<file path="src/rtl/seg_disp_pkg.sv">
// Shared constants for the seven-segment scanner: glyph table, blank pattern and width helper.
package seg_disp_pkg;

  localparam int unsigned SEG_W    = 7;
  localparam int unsigned NIBBLE_W = 4;
  localparam int unsigned BRIGHT_W = 4;
  localparam int unsigned SUB_SLOTS = 16;

  // Active-high patterns, bit order g..a
  localparam logic [SEG_W-1:0] GLYPH_0 = 7'b0111111;
  localparam logic [SEG_W-1:0] GLYPH_1 = 7'b0000110;
  localparam logic [SEG_W-1:0] GLYPH_2 = 7'b1011011;
  localparam logic [SEG_W-1:0] GLYPH_3 = 7'b1001111;
  localparam logic [SEG_W-1:0] GLYPH_4 = 7'b1100110;
  localparam logic [SEG_W-1:0] GLYPH_5 = 7'b1101101;
  localparam logic [SEG_W-1:0] GLYPH_6 = 7'b1111101;
  localparam logic [SEG_W-1:0] GLYPH_7 = 7'b0000111;
  localparam logic [SEG_W-1:0] GLYPH_8 = 7'b1111111;
  localparam logic [SEG_W-1:0] GLYPH_9 = 7'b1101111;
  localparam logic [SEG_W-1:0] GLYPH_A = 7'b1110111;
  localparam logic [SEG_W-1:0] GLYPH_B = 7'b1111100;
  localparam logic [SEG_W-1:0] GLYPH_C = 7'b0111001;
  localparam logic [SEG_W-1:0] GLYPH_D = 7'b1011110;
  localparam logic [SEG_W-1:0] GLYPH_E = 7'b1111001;
  localparam logic [SEG_W-1:0] GLYPH_F = 7'b1110001;

  localparam logic [SEG_W-1:0] SEG_BLANK = 7'b0000000;

  localparam logic [15:0][SEG_W-1:0] GLYPH_TABLE = {
    GLYPH_F, GLYPH_E, GLYPH_D, GLYPH_C, GLYPH_B, GLYPH_A, GLYPH_9, GLYPH_8,
    GLYPH_7, GLYPH_6, GLYPH_5, GLYPH_4, GLYPH_3, GLYPH_2, GLYPH_1, GLYPH_0
  };

  // Counter width able to hold 0..n-1, never narrower than one bit
  function automatic int unsigned slot_cnt_width(input int unsigned n);
    return (n > 1) ? $clog2(n) : 1;
  endfunction

endpackage

</file>
<file path="src/rtl/seg_hex_decoder.sv">
// Combinational hex nibble to seven-segment pattern with selectable output polarity.
module seg_hex_decoder
  import seg_disp_pkg::*;
#(
  parameter bit ACTIVE_LOW = 1'b1
) (
  input  logic [NIBBLE_W-1:0] nibble,
  output logic [SEG_W-1:0]    pattern_c
);

  logic [SEG_W-1:0] glyph_c;

  always_comb begin
    glyph_c   = GLYPH_TABLE[nibble];
    pattern_c = ACTIVE_LOW ? ~glyph_c : glyph_c;
  end

endmodule

</file>
<file path="src/rtl/seg_scan_display.sv">
// Time-multiplexed NUM_DIGITS seven-segment scanner with frame-latched shadow data and PWM brightness.
// Optional blink support is compiled in with `define SEG_BLINK_EN.
module seg_scan_display
  import seg_disp_pkg::*;
#(
  parameter int unsigned NUM_DIGITS     = 6,
  parameter int unsigned CLK_DIV        = 50000,
  parameter bit          SEG_ACTIVE_LOW = 1'b1,
  parameter bit          SEL_ACTIVE_LOW = 1'b1,
  parameter int unsigned BLINK_FRAMES   = 250
) (
  input  logic                           clk,
  input  logic                           rst_n,
  input  logic                           en,
  input  logic [NIBBLE_W*NUM_DIGITS-1:0] digits,
  input  logic [NUM_DIGITS-1:0]          dp,
  input  logic [NUM_DIGITS-1:0]          digit_en,
  input  logic [BRIGHT_W-1:0]            brightness,
  input  logic [NUM_DIGITS-1:0]          blink_mask,
  output logic [SEG_W-1:0]               seg,
  output logic                           dp_out,
  output logic [NUM_DIGITS-1:0]          sel,
  output logic                           frame_tick
);

  localparam int unsigned CNT_W   = slot_cnt_width(CLK_DIV);
  localparam int unsigned IDX_W   = slot_cnt_width(NUM_DIGITS);
  localparam int unsigned PRE_DIV = CLK_DIV / SUB_SLOTS;
  localparam int unsigned PRE_W   = slot_cnt_width(PRE_DIV);

  localparam logic [CNT_W-1:0] SLOT_LAST = CNT_W'(CLK_DIV - 1);
  localparam logic [PRE_W-1:0] PRE_LAST  = PRE_W'(PRE_DIV - 1);
  localparam logic [IDX_W-1:0] IDX_LAST  = IDX_W'(NUM_DIGITS - 1);

  localparam logic [SEG_W-1:0]      SEG_IDLE = SEG_ACTIVE_LOW ? ~SEG_BLANK : SEG_BLANK;
  localparam logic                  DP_IDLE  = SEG_ACTIVE_LOW;
  localparam logic [NUM_DIGITS-1:0] SEL_IDLE = SEL_ACTIVE_LOW ? '1 : '0;

  logic [CNT_W-1:0]    slot_cnt, slot_cnt_nxt;
  logic [PRE_W-1:0]    pre_cnt, pre_cnt_nxt;
  logic [BRIGHT_W-1:0] sub_idx, sub_idx_nxt;
  logic [IDX_W-1:0]    scan_idx, scan_idx_nxt;

  logic [NIBBLE_W*NUM_DIGITS-1:0] sh_digits;
  logic [NUM_DIGITS-1:0]          sh_dp;
  logic [NUM_DIGITS-1:0]          sh_den;

  logic                  latch_c;
  logic [NIBBLE_W-1:0]   nibble_c;
  logic                  dp_bit_c;
  logic                  den_bit_c;
  logic [NUM_DIGITS-1:0] onehot_c;
  logic [SEG_W-1:0]      glyph_c;
  logic                  blink_hide_c;
  logic                  show_c;

  logic [SEG_W-1:0]      seg_nxt;
  logic                  dp_out_nxt;
  logic [NUM_DIGITS-1:0] sel_nxt;

  // Frame latch happens at the top of digit 0 while scanning
  assign latch_c = en && (slot_cnt == '0) && (scan_idx == '0);

  // Scan counters: slot_cnt within a digit slot, pre_cnt/sub_idx give slot_cnt / (CLK_DIV/16)
  always_comb begin
    slot_cnt_nxt = slot_cnt;
    pre_cnt_nxt  = pre_cnt;
    sub_idx_nxt  = sub_idx;
    scan_idx_nxt = scan_idx;
    if (!en) begin
      slot_cnt_nxt = '0;
      pre_cnt_nxt  = '0;
      sub_idx_nxt  = '0;
      scan_idx_nxt = '0;
    end else if (slot_cnt == SLOT_LAST) begin
      slot_cnt_nxt = '0;
      pre_cnt_nxt  = '0;
      sub_idx_nxt  = '0;
      scan_idx_nxt = (scan_idx == IDX_LAST) ? '0 : scan_idx + IDX_W'(1);
    end else begin
      slot_cnt_nxt = slot_cnt + CNT_W'(1);
      if (pre_cnt == PRE_LAST) begin
        pre_cnt_nxt = '0;
        sub_idx_nxt = sub_idx + BRIGHT_W'(1);
      end else begin
        pre_cnt_nxt = pre_cnt + PRE_W'(1);
      end
    end
  end

  always_ff @(posedge clk) begin
    if (!rst_n) begin
      slot_cnt <= '0;
      pre_cnt  <= '0;
      sub_idx  <= '0;
      scan_idx <= '0;
    end else begin
      slot_cnt <= slot_cnt_nxt;
      pre_cnt  <= pre_cnt_nxt;
      sub_idx  <= sub_idx_nxt;
      scan_idx <= scan_idx_nxt;
    end
  end

  always_ff @(posedge clk) begin
    if (!rst_n) begin
      sh_digits <= '0;
      sh_dp     <= '0;
      sh_den    <= '0;
    end else if (latch_c) begin
      sh_digits <= digits;
      sh_dp     <= dp;
      sh_den    <= digit_en;
    end
  end

  // Per-digit select; on the latch cycle the incoming data bypasses the shadow so slot 0 is fresh
  always_comb begin
    nibble_c  = '0;
    dp_bit_c  = 1'b0;
    den_bit_c = 1'b0;
    onehot_c  = '0;
    for (int unsigned i = 0; i < NUM_DIGITS; i++) begin
      if (scan_idx == IDX_W'(i)) begin
        nibble_c    = latch_c ? digits[NIBBLE_W*i +: NIBBLE_W] : sh_digits[NIBBLE_W*i +: NIBBLE_W];
        dp_bit_c    = latch_c ? dp[i] : sh_dp[i];
        den_bit_c   = latch_c ? digit_en[i] : sh_den[i];
        onehot_c[i] = 1'b1;
      end
    end
  end

  seg_hex_decoder #(
    .ACTIVE_LOW (SEG_ACTIVE_LOW)
  ) u_decoder (
    .nibble    (nibble_c),
    .pattern_c (glyph_c)
  );

`ifdef SEG_BLINK_EN
  localparam int unsigned BF_W = slot_cnt_width(BLINK_FRAMES + 1);

  logic [NUM_DIGITS-1:0] sh_blink;
  logic [BF_W-1:0]       blink_cnt, blink_cnt_nxt;
  logic                  blink_on, blink_on_nxt;

  // blink_cnt counts frames shown in the current phase; the phase flips on the latch that starts a new one
  always_comb begin
    blink_cnt_nxt = blink_cnt;
    blink_on_nxt  = blink_on;
    if (latch_c) begin
      if (blink_cnt == BF_W'(BLINK_FRAMES)) begin
        blink_cnt_nxt = BF_W'(1);
        blink_on_nxt  = ~blink_on;
      end else begin
        blink_cnt_nxt = blink_cnt + BF_W'(1);
      end
    end
  end

  always_comb begin
    blink_hide_c = 1'b0;
    for (int unsigned i = 0; i < NUM_DIGITS; i++) begin
      if (scan_idx == IDX_W'(i)) begin
        blink_hide_c = (latch_c ? blink_mask[i] : sh_blink[i]) &&
                       !(latch_c ? blink_on_nxt : blink_on);
      end
    end
  end

  always_ff @(posedge clk) begin
    if (!rst_n) begin
      sh_blink  <= '0;
      blink_cnt <= '0;
      blink_on  <= 1'b1;
    end else begin
      blink_cnt <= blink_cnt_nxt;
      blink_on  <= blink_on_nxt;
      if (latch_c) begin
        sh_blink <= blink_mask;
      end
    end
  end
`else
  logic unused_blink;
  assign unused_blink = (^blink_mask) ^ (BLINK_FRAMES == 0);
  assign blink_hide_c = 1'b0;
`endif

  // Registered pin stage, one cycle behind the counter state
  always_comb begin
    show_c     = en && (sub_idx <= brightness) && den_bit_c && !blink_hide_c;
    seg_nxt    = SEG_IDLE;
    dp_out_nxt = DP_IDLE;
    sel_nxt    = SEL_IDLE;
    if (show_c) begin
      seg_nxt    = glyph_c;
      dp_out_nxt = dp_bit_c ^ SEG_ACTIVE_LOW;
      sel_nxt    = SEL_ACTIVE_LOW ? ~onehot_c : onehot_c;
    end
  end

  always_ff @(posedge clk) begin
    if (!rst_n) begin
      seg        <= SEG_IDLE;
      dp_out     <= DP_IDLE;
      sel        <= SEL_IDLE;
      frame_tick <= 1'b0;
    end else begin
      seg        <= seg_nxt;
      dp_out     <= dp_out_nxt;
      sel        <= sel_nxt;
      frame_tick <= latch_c;
    end
  end

endmodule
</file>
<file path="config.mk">
export PLATFORM = sky130hd
export DESIGN_NAME = seg_scan_display
export DESIGN_NICKNAME = d
export VERILOG_FILES = /design/src/rtl/seg_disp_pkg.sv /design/src/rtl/seg_hex_decoder.sv /design/src/rtl/seg_scan_display.sv
export SDC_FILE = /design/constraint.sdc
export NUM_CORES = 1
export LEC_CHECK = 0
export CAP_MARGIN = 10
export CORE_UTILIZATION = 50
export CTS_BUF_LIST = sky130_fd_sc_hd__clkbuf_8
export CTS_CLUSTER_SIZE = 30
export DETAILED_ROUTE_END_ITERATION = 10
export PLACE_DENSITY = 0.78
export SLEW_MARGIN = 20
export SYNTH_ARGS = -nofsm -noshare
export SYNTH_HDL_FRONTEND = slang
export SYNTH_HIERARCHICAL = 1
export SYNTH_SLANG_ARGS = --single-unit
</file>
<file path="constraint.sdc">
create_clock -name clk -period 3.7 [get_ports clk]
set_clock_uncertainty 0.15 [all_clocks]
set_input_delay 1.11 -clock clk [delete_from_list [all_inputs] [get_ports clk]]
set_output_delay 1.11 -clock clk [all_outputs]
set_load 0.01 [all_outputs]
</file>
==> results of run 1 <==
==> how the worst max path moves through the flow <==
stage / depth (start not counted) / slack [ns] / endpoint
after global placement: 12 / -0.55 / seg[0]
after detailed placement: 13 / -0.61 / seg[3]
after floorplan: 14 / -0.07 / seg[3]
after global routing: 13 / 0.05 / seg[0]
final: 13 / 0.17 / seg[3]
after CTS: 13 / 0.17 / seg[3]
==> stage by stage <==
stage | utilization, % | power [mW]
global placement | 62.84 | 1.241
detailed placement | 62.84 | 1.249
CTS | 66.22 | 1.997
global route | 66.22 | 2.065
floorplan | - | 1.139
finish | 66.22 | 1.981
==> cell type report <==
cell class	count	share of cell area [%]
Clock inverter	5	1.573
Inverter	18	1.307
Tap cell	102	2.469
Timing Repair Buffer	85	15.32
Clock buffer	11	2.928
Sequential cell	86	33.30
Multi-Input combinational cell	336	43.10
==> synthesized netlist by cell type, drive strengths merged, types with 4 or more instances <==
library cell / instances / area [µm²]
nor2: 51 / 193.9
ha: 16 / 200.2
inv: 18 / 67.56
nor2b: 28 / 175.2
nand4: 4 / 31.28
o22ai: 5 / 31.28
o2bb2ai: 4 / 35.03
nand3: 15 / 75.07
a21oi: 21 / 105.1
a22oi: 4 / 30.03
and3: 6 / 37.54
nand2: 54 / 202.7
o21ai: 11 / 55.05
o21bai: 8 / 60.06
mux2i: 26 / 260.3
xnor2: 11 / 96.34
nand2b: 4 / 25.02
a21boi: 16 / 120.1
dfxtp: 86 / 1722
buf: 10 / 72.57
clkbuf: 13 / 48.80
xor2: 16 / 140.1
nor3: 6 / 41.29
==> repair_timing <==
item	in CTS	in global routing
gates resized for setup	6	0
hold buffers	0	0
setup buffers	1	0
setup endpoints to repair	7	0
==> state kept, by name (all words and copies together), names as in the netlist, 3 cells and up <==
register and flops:
pre_cnt 12, scan_idx 3, seg 7, sel 6
sh_den 6, sh_digits 24, sh_dp 6, slot_cnt 16
sub_idx 4
==> tightest hold or removal path, stage by stage, from the launching register on <==
cell and delay, ns:
dfxtp_1 0.31, nand2_1 0.04, a21boi_0 0.06
==> logic make-up (layout without fill, tap and decap cells) <==
logic type | Yosys count | in the layout | share of synthesized area (%)
buffers and inverters | 41 | 119 | 4.616
AO/OA/AOI/OAI | 83 | 83 | 13.45
flip-flops | 86 | 86 | 42.07
adder cells (fa/ha/maj) | 16 | 16 | 4.891
AND/OR/NAND/NOR | 182 | 183 | 22.29
XOR/XNOR | 27 | 27 | 5.778
multiplexers | 27 | 27 | 6.909
==> layer usage <==
metal	vias up	wire length [µm]	global-route usage, %
li1	1709	-	-
met3	16	304	2.956
met1	1585	4037	26.84
met5	-	0	0
met4	0	169	9.375
met2	79	4565	40.19
==> power by group through the flow <==
stage	logic [mW]	clock network [mW]	registers, mW
after floorplan	0.150	0	0.990
after global placement	0.251	0	0.990
after detailed placement	0.258	0	0.992
after CTS	0.266	0.761	0.971
after global routing	0.290	0.802	0.974
final	0.266	0.744	0.971
==> metrics.txt, run 1 <==
# TYPE chip_impl_metric gauge
chip_impl_metric{name="avgViaCountPerCell",unit=""} 5.271
chip_impl_metric{name="worst_slew_margin_rel",unit="%"} 58.97
chip_impl_metric{name="detailed_place.area",unit="µm²"} 4906
chip_impl_metric{name="antenna_left",unit=""} 0
chip_impl_metric{name="combPwrFrac",unit="%"} 13.4
chip_impl_info{name="path_cells",value="dlygate4sd2_1 -> nor4b_4 -> nand4_2 -> or2_4 -> buf_12 -> mux2i_2 -> o21ai_2 -> o2bb2ai_2 -> inv_2 -> ha_1 -> inv_1 -> mux4_2 -> o21bai_1"} 1
chip_impl_metric{name="synth_edf_count",unit=""} 0
chip_impl_info{name="critical_path.reg2reg.startpoint",value="scan_idx[1]"} 1
chip_impl_metric{name="place_worst_setup_slack",unit="ns"} -0.6063
chip_impl_metric{name="cts.sinks",unit=""} 86
chip_impl_metric{name="synth.net_count",unit=""} 527
chip_impl_metric{name="timing.final.crit_period",unit="ns"} 3.531
chip_impl_info{name="worst_hold_check_path_type",value="flop to flop"} 1
chip_impl_metric{name="power.share.sequential",unit="%"} 49.0
chip_impl_metric{name="yosys.cell_types.count",unit=""} 52
chip_impl_metric{name="combined_global_route_utilization_of_all_metal_layers",unit="%"} 22.45
chip_impl_metric{name="vias",unit=""} 3389
chip_impl_metric{name="antenna_found_initial",unit=""} 0
chip_impl_metric{name="worst_setup_hold_path_clk_slew",unit="ns"} 0.09
chip_impl_info{name="criticalPathCategory",value="input pin to flop"} 1
chip_impl_metric{name="dp.cells",unit=""} 625
chip_impl_metric{name="power.switching",unit="mW"} 0.4577
chip_impl_metric{name="timing.setup.tns",unit="ns"} 0
chip_impl_metric{name="report.final.slew_viol_count",unit=""} 0
chip_impl_metric{name="die_area",unit="µm²"} 8551
chip_impl_metric{name="initial_core_util",unit="%"} 52.42
chip_impl_info{name="outcome",value="finished clean"} 1
chip_impl_info{name="grt_setup_unrepaired",value="false"} 1
chip_impl_metric{name="power.switching_fraction",unit="%"} 23.11
chip_impl_info{name="cts.root.buffer_cell",value="clkbuf_8"} 1
chip_impl_metric{name="grt_start_max_net_pins",unit=""} 38
chip_impl_metric{name="finalNonFillerCells",unit=""} 643
chip_impl_metric{name="route.detailed.drc",unit=""} 0
chip_impl_metric{name="die-width",unit="µm"} 92.47
chip_impl_metric{name="ctsHtreeMaxLevel",unit=""} 3
chip_impl_info{name="timing.critical_path.from",value="en"} 1
chip_impl_metric{name="critical_path.max_fanout",unit=""} 5
chip_impl_metric{name="report.final.setup_viol",unit=""} 0
chip_impl_info{name="crit_path_end_kind",value="flop"} 1
chip_impl_metric{name="starting_drt_drc_count",unit=""} 142
chip_impl_info{name="crit_path_top_delay_cell",value="mux4_2"} 1
chip_impl_metric{name="detail_route.wirelength",unit="µm"} 9076
chip_impl_metric{name="numCtsBuffers",unit=""} 9
chip_impl_metric{name="layout_worst_path_cycle_share",unit="%"} 95.43
chip_impl_metric{name="final_nets",unit=""} 601
chip_impl_metric{name="max_clock_freq",unit="MHz"} 283.2
chip_impl_metric{name="ys.warnings.count",unit=""} 6
chip_impl_metric{name="ioPinCount",unit=""} 64
chip_impl_metric{name="worst_ep_required_time",unit="ns"} 3.80
chip_impl_metric{name="n_fill_cell",unit=""} 664
chip_impl_metric{name="count_of_state_elements_after_synthesis",unit=""} 86
chip_impl_metric{name="holdWs",unit="ns"} 0.3133
chip_impl_metric{name="combined_area_of_the_multi_input_logic_cells",unit="µm²"} 2228
chip_impl_metric{name="worst_pin_slew",unit="ns"} 0.6104
chip_impl_metric{name="min_delay_path_depth",unit=""} 2
chip_impl_info{name="reg2reg_to",value="seg[3]"} 1
chip_impl_info{name="leading_cell_type_in_the_layout_fill_and_taps_excluded",value="dfxtp_1"} 1
chip_impl_info{name="hold_path_startpoint",value="sh_den[2]"} 1
chip_impl_metric{name="ir_worst_vdd",unit="µV"} 276.3
chip_impl_metric{name="clk_lat_worst_skew",unit="ns"} 0.36
chip_impl_metric{name="reg2regPathDepth",unit=""} 9
chip_impl_info{name="cp-start-kind",value="input pin"} 1
chip_impl_info{name="tritoncts",value="yes"} 1
chip_impl_metric{name="async_reset_ff_share",unit="%"} 0
chip_impl_metric{name="max-clock-path-buffers",unit=""} 2
chip_impl_metric{name="finished_layout_cell_area",unit="µm²"} 5170
chip_impl_metric{name="avgSynthCellArea",unit="µm²"} 8.859
chip_impl_info{name="layout.cells.most_common_list",value="86 x dfxtp_1, 56 x clkdlybuf4s50_1, 54 x nand2_1"} 1
chip_impl_metric{name="ff2ff_setup_slack",unit="ns"} 0.42
chip_impl_metric{name="core",unit="µm²"} 7807
chip_impl_metric{name="ff_latch_area",unit="µm²"} 1722
chip_impl_info{name="crit_family",value="simple AND/OR/NAND/NOR gates"} 1
chip_impl_metric{name="max_cap_violations",unit=""} 0
chip_impl_metric{name="row_count",unit=""} 32
chip_impl_metric{name="syn_area",unit="µm²"} 4093
chip_impl_metric{name="p_int",unit="mW"} 1.523
chip_impl_metric{name="die-height",unit="µm"} 92.47
chip_impl_metric{name="synth_sequential_area_ratio",unit="%"} 42.07
chip_impl_metric{name="pwr_density_cell",unit="nW/µm²"} 383.1
chip_impl_metric{name="cp_slowest_stage_delay",unit="ns"} 0.43
chip_impl_metric{name="grt_pass1_wl",unit="µm"} 15060
chip_impl_info{name="endpoint_worst_hold",value="sh_den[2]"} 1
chip_impl_metric{name="clkPwrFrac",unit="%"} 37.6
chip_impl_metric{name="place.port_buffers",unit=""} 57
chip_impl_metric{name="grt_pass1_vias",unit=""} 3308
chip_impl_metric{name="syn_inst_count",unit=""} 462
chip_impl_metric{name="layout-area-overhead-vs-synth",unit="%"} 26.32
chip_impl_metric{name="routabilityCongestion",unit=""} 0.8247
chip_impl_metric{name="drive_gt1_share",unit="%"} 11.46
chip_impl_metric{name="worst-endpoint-arrival",unit="ns"} 3.63
chip_impl_metric{name="timing.final.ws_setup",unit="ns"} 0.1689
chip_impl_metric{name="static-leakage-power",unit="nW"} 2.053
chip_impl_metric{name="final_hold_viol_count",unit=""} 0
chip_impl_info{name="ys.flop_type",value="dfxtp_1"} 1
chip_impl_metric{name="drt_pre_antenna_iters",unit=""} 5
chip_impl_metric{name="antenna_cells",unit=""} 0
chip_impl_metric{name="globalRoute.totalOverflow",unit=""} 0
chip_impl_metric{name="avgRoutedWirePerCell",unit="µm"} 14.12
chip_impl_metric{name="critical_path.n_buffers_inverters",unit=""} 4
chip_impl_metric{name="dp_hpwl",unit="µm"} 6487
Power figures use the tool's default switching activity.
==> inputs of run 2 (changes only) <==
--- a/config.mk
+++ b/config.mk
@@ -5,9 +5,11 @@
 export SDC_FILE = /design/constraint.sdc
 export NUM_CORES = 1
 export LEC_CHECK = 0
+export ABC_CLOCK_PERIOD_IN_PS = 3700
 export CAP_MARGIN = 10
 export CORE_UTILIZATION = 50
 export CTS_BUF_LIST = sky130_fd_sc_hd__clkbuf_8
+export CTS_CLUSTER_DIAMETER = 40
 export CTS_CLUSTER_SIZE = 30
 export DETAILED_ROUTE_END_ITERATION = 10
 export PLACE_DENSITY = 0.78
==> results of run 2 <==
Same layout as run 1: the final DEF is identical, and so are final timing and power.
